File: src/rtl/seg7_display_ctrl.sv
// rtl/seg7_display_ctrl.sv - memory-mapped multiplexed seven-segment hex display controller
// Scans NO_OF_SEGS digits of the VALUE register onto active-low anode/cathode pins.
module seg7_display_ctrl #(
    parameter int DW          = 32,
    parameter int NO_OF_SEGS  = 8,
    parameter int REFRESH_DIV = 100000,
    parameter int ADDRW       = 12
) (
    input  logic                  clk_i,
    input  logic                  rst_i,
    input  logic                  sel_i,
    input  logic                  we_i,
    input  logic [ADDRW-1:0]      addr_i,
    input  logic [DW-1:0]         wdata_i,
    output logic [DW-1:0]         rdata_o,
    output logic [NO_OF_SEGS-1:0] anode,
    output logic [6:0]            display
);

    localparam int IDXW     = (NO_OF_SEGS > 1) ? $clog2(NO_OF_SEGS) : 1;
    localparam int CNTW     = $clog2(REFRESH_DIV);
    localparam int NIB_BITS = NO_OF_SEGS * 4;

    logic [DW-1:0]   value_q;
    logic [1:0]      ctrl_q;
    logic [CNTW-1:0] cnt_q;
    logic [IDXW-1:0] idx_q;
    logic [3:0]      nib;
    logic            blank_digit;
    logic            unused_addr;

    assign unused_addr = ^{addr_i[ADDRW-1:4], addr_i[1:0]};

    function automatic logic [6:0] hex_to_seg(input logic [3:0] n);
        case (n)
            4'h0: hex_to_seg = 7'h40;
            4'h1: hex_to_seg = 7'h79;
            4'h2: hex_to_seg = 7'h24;
            4'h3: hex_to_seg = 7'h30;
            4'h4: hex_to_seg = 7'h19;
            4'h5: hex_to_seg = 7'h12;
            4'h6: hex_to_seg = 7'h02;
            4'h7: hex_to_seg = 7'h78;
            4'h8: hex_to_seg = 7'h00;
            4'h9: hex_to_seg = 7'h10;
            4'hA: hex_to_seg = 7'h08;
            4'hB: hex_to_seg = 7'h03;
            4'hC: hex_to_seg = 7'h46;
            4'hD: hex_to_seg = 7'h21;
            4'hE: hex_to_seg = 7'h06;
            default: hex_to_seg = 7'h0E;
        endcase
    endfunction

    assign nib = 4'(value_q[NIB_BITS-1:0] >> {idx_q, 2'b00});

    // Leading-zero blanking: this digit and every more significant one are zero; digit 0 always shows.
    assign blank_digit = ctrl_q[1] && (idx_q != '0) &&
                         ((value_q[NIB_BITS-1:0] >> {idx_q, 2'b00}) == '0);

    always_comb begin
        rdata_o = '0;
        if (sel_i) begin
            case (addr_i[3:2])
                2'd0:    rdata_o = value_q;
                2'd1:    rdata_o = DW'(ctrl_q);
                2'd2:    rdata_o = DW'(idx_q);
                default: rdata_o = '0;
            endcase
        end
    end

    always_ff @(posedge clk_i or negedge rst_i) begin
        if (!rst_i) begin
            value_q <= '0;
            ctrl_q  <= '0;
        end else if (sel_i && we_i) begin
            case (addr_i[3:2])
                2'd0:    value_q <= wdata_i;
                2'd1:    ctrl_q  <= wdata_i[1:0];
                default: ;
            endcase
        end
    end

    always_ff @(posedge clk_i or negedge rst_i) begin
        if (!rst_i) begin
            cnt_q <= '0;
            idx_q <= '0;
        end else if (!ctrl_q[0]) begin
            cnt_q <= '0;
            idx_q <= '0;
        end else if (cnt_q == CNTW'(REFRESH_DIV - 1)) begin
            cnt_q <= '0;
            idx_q <= (idx_q == IDXW'(NO_OF_SEGS - 1)) ? '0 : idx_q + 1'b1;
        end else begin
            cnt_q <= cnt_q + 1'b1;
        end
    end

    always_ff @(posedge clk_i or negedge rst_i) begin
        if (!rst_i) begin
            anode   <= '1;
            display <= 7'h7F;
        end else if (!ctrl_q[0] || blank_digit) begin
            anode   <= '1;
            display <= 7'h7F;
        end else begin
            anode   <= ~(NO_OF_SEGS'(1) << idx_q);
            display <= hex_to_seg(nib);
        end
    end

endmodule

File: config.mk
export PLATFORM = sky130hd
export DESIGN_NAME = seg7_display_ctrl
export DESIGN_NICKNAME = d
export VERILOG_FILES = /design/src/rtl/seg7_display_ctrl.sv
export SDC_FILE = /design/constraint.sdc
export NUM_CORES = 1
export LEC_CHECK = 0
export CORE_UTILIZATION = 30
export DETAILED_ROUTE_END_ITERATION = 7
export REMOVE_ABC_BUFFERS = 1
export SLEW_MARGIN = 20
export SYNTH_ARGS = -nofsm -noshare
export SYNTH_HDL_FRONTEND = slang
export SYNTH_SLANG_ARGS = --single-unit
File: constraint.sdc
create_clock -name clk_i -period 2.8 [get_ports clk_i]
set_input_delay 0.84 -clock clk_i [delete_from_list [all_inputs] [get_ports clk_i]]
set_output_delay 0.84 -clock clk_i [all_outputs]
set_load 0.01 [all_outputs]
======== Yosys cells after proc, flatten, opt, wreduce, memory -nomap -nowiden ========
Memories as Yosys holds them, arrays and structs flattened.
Cells that the tools add are included.
storage, ports and cells
  register bits ........................... 69
  ROM bits ................................ 112
  memories kept ........................... 1
memory list
  name              depth  width  read ports  clocked after Yosys merged registers in  wr ports  line  text
  (name not given)  16     7      1           0                                        0         35    case (n)
cells by class
  add/subtract/negate cells ............... 2
  eq/ne operators ......................... 5
  shift operators ......................... 2
  mux-type cells .......................... 9
  bitwise operators ....................... 1
  reductions and logical operators ........ 10
operator list
  cell                   number
  $pmux 32 s3            1
  $mux 17                2
  $logic_not 32->1       1
  $mux 32                1
  $shr 32x5->32          1
  $add 17x1->17 const B  1
  $eq 17x17->1 const B   1
  $mux 3                 3
  $mux 8                 1
  $not 8->8              1
  $shl 1x3->8 const A    1
  $mux 7                 1
  $reduce_and 2->1       2
  $add 3x1->3 const B    1
  $eq 3x3->1 const B     1
  $logic_and 1x1->1      3
  $reduce_bool 3->1      1
  $eq 2x1->1 const B     1
  $eq 2x2->1 const B     1
  $logic_not 2->1        1
  $ne 2x1->1 const B     1
  $logic_not 1->1        1
  $logic_or 1x1->1       1

======== Logic depth before layout (Yosys ltp) ========
Gate-level depths: netlist (run 1).
  depth after elaboration ................. 5
  mapped depth ............................ 9
  depth with buffers taken out ............ 7

======== Worst setup path after synthesis (run 1) ========
Ideal clock, no wire load.
  path kind ............................... reg-to-reg
  from .................................... register idx_q[0]
  to ...................................... register display[3]
  data arrival time ....................... 2.518 ns
  data required time ...................... 2.715 ns
  path slack .............................. 0.197 ns
  stages on the path, launching flop included .. 9
  buffers on the path ..................... 1
  clock period less this slack ............ 2.603 ns
  cells stage by stage .................... dfrtp_1 > buf_4 > mux4_2 > mux2i_1 > ha_1 > o211ai_1 > a221oi_1 > a21oi_2 > o221ai_1
between the ends
  cells in the longest elaborated chain, start to end .. 5
  elaborated cells on any way between the ends .. 8
  classes of those cells .................. shift (1); mux (1); reduce/logical (5); memory (1)
RTL lines
  element                                               line  text
  start: declaration                                    27    logic [IDXW-1:0] idx_q;
  start signal: assignment                              95    idx_q <= (idx_q == IDXW'(NO_OF_SEGS - 1)) ? '0 : idx_q + 1'b1;
  branches (longest 4 deep; another with $mem_v2 16x7)  -
  $mux 7 (*)                                            105   end else if (!ctrl_q[0] || blank_digit) begin
  end signal: assignment                                110   display <= hex_to_seg(nib);
  end: declaration                                      17    output logic [6:0] display
Every way passes the cells marked *.
A chain may end at the register's enable or synchronous reset.

======== Worst setup path in the final report (run 1) ========
  from .................................... input addr_i[2]
  to ...................................... output rdata_o[20]
between the ends
  cells in the longest elaborated chain, start to end .. 3
  elaborated cells on any way between the ends .. 5
  classes of those cells .................. eq/ne (2); mux (2); reduce/logical (1)
RTL lines
  element                                   line  text
  start: declaration                        13    input logic [ADDRW-1:0] addr_i,
  $eq 2x2->1, or another cell as far along  64    case (addr_i[3:2])
  $pmux 32 s3 (*)                           64
  $mux 32 (*)                               63    if (sel_i) begin
  end: declaration                          15    output logic [DW-1:0] rdata_o,
Every way passes the cells marked *; elsewhere a longest branch is shown, timed or not.

==> impl_metrics.toml, run 1 <==
[status]
status = "complete, no violations"

[synth]
synth_most_common_cell = "dfrtp_1"
syn_inst = 345
yosys.area.top_type = "dfrtp_1"
synth_area_um2 = 3910
synthTopCellsByCount = "54 x dfrtp_1, 38 x mux2_2, 36 x nor2_1"
ys_top_cells_by_area = "dfrtp_1 35%, mux2_2 11%, dfstp_2 10%"
synth_top_area_share_pct = 34.6
synth-async-reset-ratio_pct = 100
yosysWarnings = 0
synthFlopType = "dfrtp_1"
ys_ff_latch = 69
synth-edff-count = 0
ys_types = 48
syn_avg_cell_area_um2 = 11.3
yosysSeqAreaShare_pct = 44.6

[floorplan]
die_x_um = 116
start_util_pct = 30.9
die_area_um2 = 13500
die_y_um = 116
rows = 41
ioPinCount = 95
core_um2 = 12700

[power_and_ir_drop]
p_clk_share_pct = 34.5
peakVddDrop_uv = 312
power_uw = 3340
p_per_area_nw_per_um2 = 616
leakage_uw = 0.00230
p_sw_uw = 947
power.share.switching_pct = 28.3
power.share.combinational_pct = 25.4
intPower_uw = 2400
p_seq_share_pct = 40.1

[drt]
routed-via-count = 3010
drcViolationCount = 0
routedWlPerCell_um = 15.0
drt_iter0_drc = 91
drt_pass1_iterations = 4
drtAntennaViolNets = 0
viasPerCell = 4.73
routed_wl_um = 9520

[worst_setup_path]
crit_slowest_cell = "clkdlybuf4s15_1"
crit_chain = "clkdlybuf4s15_2 > nand2b_4 > nor2_4 > buf_6 > and2_1 > clkdlybuf4s15_1"
required_ps = 1960
cp.arrival_ps = 1910
slowest_delay_ps = 230
crit_path_end_kind = "output port"
cp-start-kind = "input pin"
worstPathMaxFanout = 5
criticalPathCategory = "input pin to output port"

[layout]
fin_area_um2 = 5430
fill_cells = 1236
final_nets = 520
n_antenna_cell = 0
drive_above_1_share_pct = 32.5
synthToLayoutAreaGrowth_pct = 38.8
stdcell_count = 636

[global_routing]
grt_usage_pct = 15.1
grt_pass1_vias = 3006
grt_pass1_wl_um = 15400
grt-ovfl-total = 0
grt_max_degree = 33
antenna_found_initial = 0

[timing]
finalSetupViolCount = 0
min_period_ps = 2750
finalHoldViolations = 0
setup_ws_ps = 45.6
whs_ps = 406
skew_ps = 2.92
fmax_mhz = 363
rsz0062_at_grt = "no"
worstMarginPinSlew_ps = 624
max_slew_margin_pct = 58.4
finalCritPeriodShare_pct = 98.4
drv_slew = 0

[clock_tree]
cts_buffers = 9
clock-sinks = 69
cts_buffer_depth = 2
cts.clk_slew.worst_paths_ps = 60
clock_latency_ps = 330
htreeDepth = 3
cts-root-buf = "clkbuf_16"
cts_tree = "yes"

[placed_design]
dp_cells = 611
placed_cell_area_um2 = 5080
dp_hpwl_um = 6980
port_buffers = 84
dp_slack_ps = -581
gp_congestion = 0.828

[job]
maxCapViolCount = 0

[worst_hold_path]
hp-class = "input pin to asynchronous set/reset pin"
-- cell type report --
class / count / area [um^2] / area share, %
Multi-Input combinational cell: 247 / 2040 / 37.7
Sequential cell: 69 / 1750 / 32.2
Timing Repair Buffer: 121 / 1070 / 19.6
Clock buffer: 11 / 253 / 4.66
Tap cell: 172 / 215 / 3.97
Clock inverter: 5 / 58.8 / 1.08
Inverter: 11 / 41.3 / 0.761
-- per-stage QoR --
stage	utilization [%]	TNS (ps)
CTS	42.6	0
global route	42.8	0
global placement	40.1	-16800
finish	42.8	0
floorplan	-	-30360
detailed placement	40.1	-16480
-- worst max-delay path, delay by kind of cell --
family,cells,cell delay [ps]
AND/OR/NAND/NOR,3,480
buffers and inverters,3,590
-- timing repair --
item / CTS / global route
endpoints found under the setup margin: 32 / 43
pin swaps: 1 / 1
buffers inserted: 5 / 1
cloned: 3 / 0
resized for setup: 105 / 21
hold buffers: 0 / 0
-- power by group through the flow --
stage / Combinational (uW) / Clock (uW) / Sequential [uW]
3_3_place_gp: 836 / 0 / 1350
4_1_cts: 850 / 1190 / 1340
3_5_place_dp: 848 / 0 / 1360
6_report: 850 / 1150 / 1340
5_1_grt: 930 / 1230 / 1360
2_1_floorplan: 450 / 0 / 1340
-- metal layers --
metal / up-vias / share of wire, % / GRT usage, %
met5: - / 0 / 0
met4: 0 / 1.3 / 4.79
met3: 13 / 4.3 / 3.27
met2: 74 / 48 / 24.2
met1: 1458 / 46 / 20.3
li1: 1465 / - / -
-- sequential cells by signal, indices dropped and copies added (netlist names) --
signal   count
value_q     32
idx_q        3
ctrl_q       2
cnt_q       17
display      7
anode        8
-- final timing paths --
check	from	end	slack [ps]	cells after the start
worst max register to register	idx_q[0]	display[3]	220	8
worst min-delay path	rst_i	cnt_q[13]	410	1
worst max-delay path	addr_i[2]	rdata_o[20]	50	6
worst min register to register	cnt_q[0]	cnt_q[0]	470	1
max in group asynchronous	rst_i	display[0]	1790	2
min in group clk_i	cnt_q[0]	cnt_q[0]	470	1
-- layout by cell type, fill, tap and decap left out, types with 10 or more instances in the layout --
| master | n |
|---|---|
| buf_4 | 27 |
| dfstp_2 | 15 |
| and2_1 | 29 |
| mux2_2 | 38 |
| clkdlybuf4s50_1 | 48 |
| buf_2 | 16 |
| dfrtp_1 | 53 |
| inv_1 | 10 |
| xnor2_1 | 13 |
| nand2_1 | 11 |
| ha_1 | 13 |
| nor2_1 | 35 |
-- kinds of logic (layout without fill, tap and decap cells) --
kind of cell | count (synthesis) | after routing | share of synthesized area, %
simple gates | 126 | 126 | 17.7
flops | 69 | 69 | 44.6
mux | 56 | 56 | 18.7
compound gates | 36 | 36 | 7.14
buf+inv | 29 | 148 | 4.06
xor+xnor | 16 | 16 | 3.58
fa+ha+maj | 13 | 13 | 4.16
Power figures use the tool's default switching activity.
==> inputs of run 2 (changes only) <==
--- a/config.mk
+++ b/config.mk
@@ -8,7 +8,6 @@
 export CORE_UTILIZATION = 30
 export DETAILED_ROUTE_END_ITERATION = 7
 export REMOVE_ABC_BUFFERS = 1
-export SLEW_MARGIN = 20
 export SYNTH_ARGS = -nofsm -noshare
 export SYNTH_HDL_FRONTEND = slang
 export SYNTH_SLANG_ARGS = --single-unit
==> results of run 2 <==
Same layout as run 1: the final DEF is identical, and so are final timing and power.
==> inputs of run 3 (changes only) <==
--- a/config.mk
+++ b/config.mk
@@ -5,9 +5,11 @@
 export SDC_FILE = /design/constraint.sdc
 export NUM_CORES = 1
 export LEC_CHECK = 0
+export ABC_AREA = 0
 export CORE_UTILIZATION = 30
 export DETAILED_ROUTE_END_ITERATION = 7
 export REMOVE_ABC_BUFFERS = 1
+export SLEW_MARGIN = 20
 export SYNTH_ARGS = -nofsm -noshare
 export SYNTH_HDL_FRONTEND = slang
 export SYNTH_SLANG_ARGS = --single-unit
==> results of run 3 <==
Same layout as run 1: the final DEF is identical, and so are final timing and power.
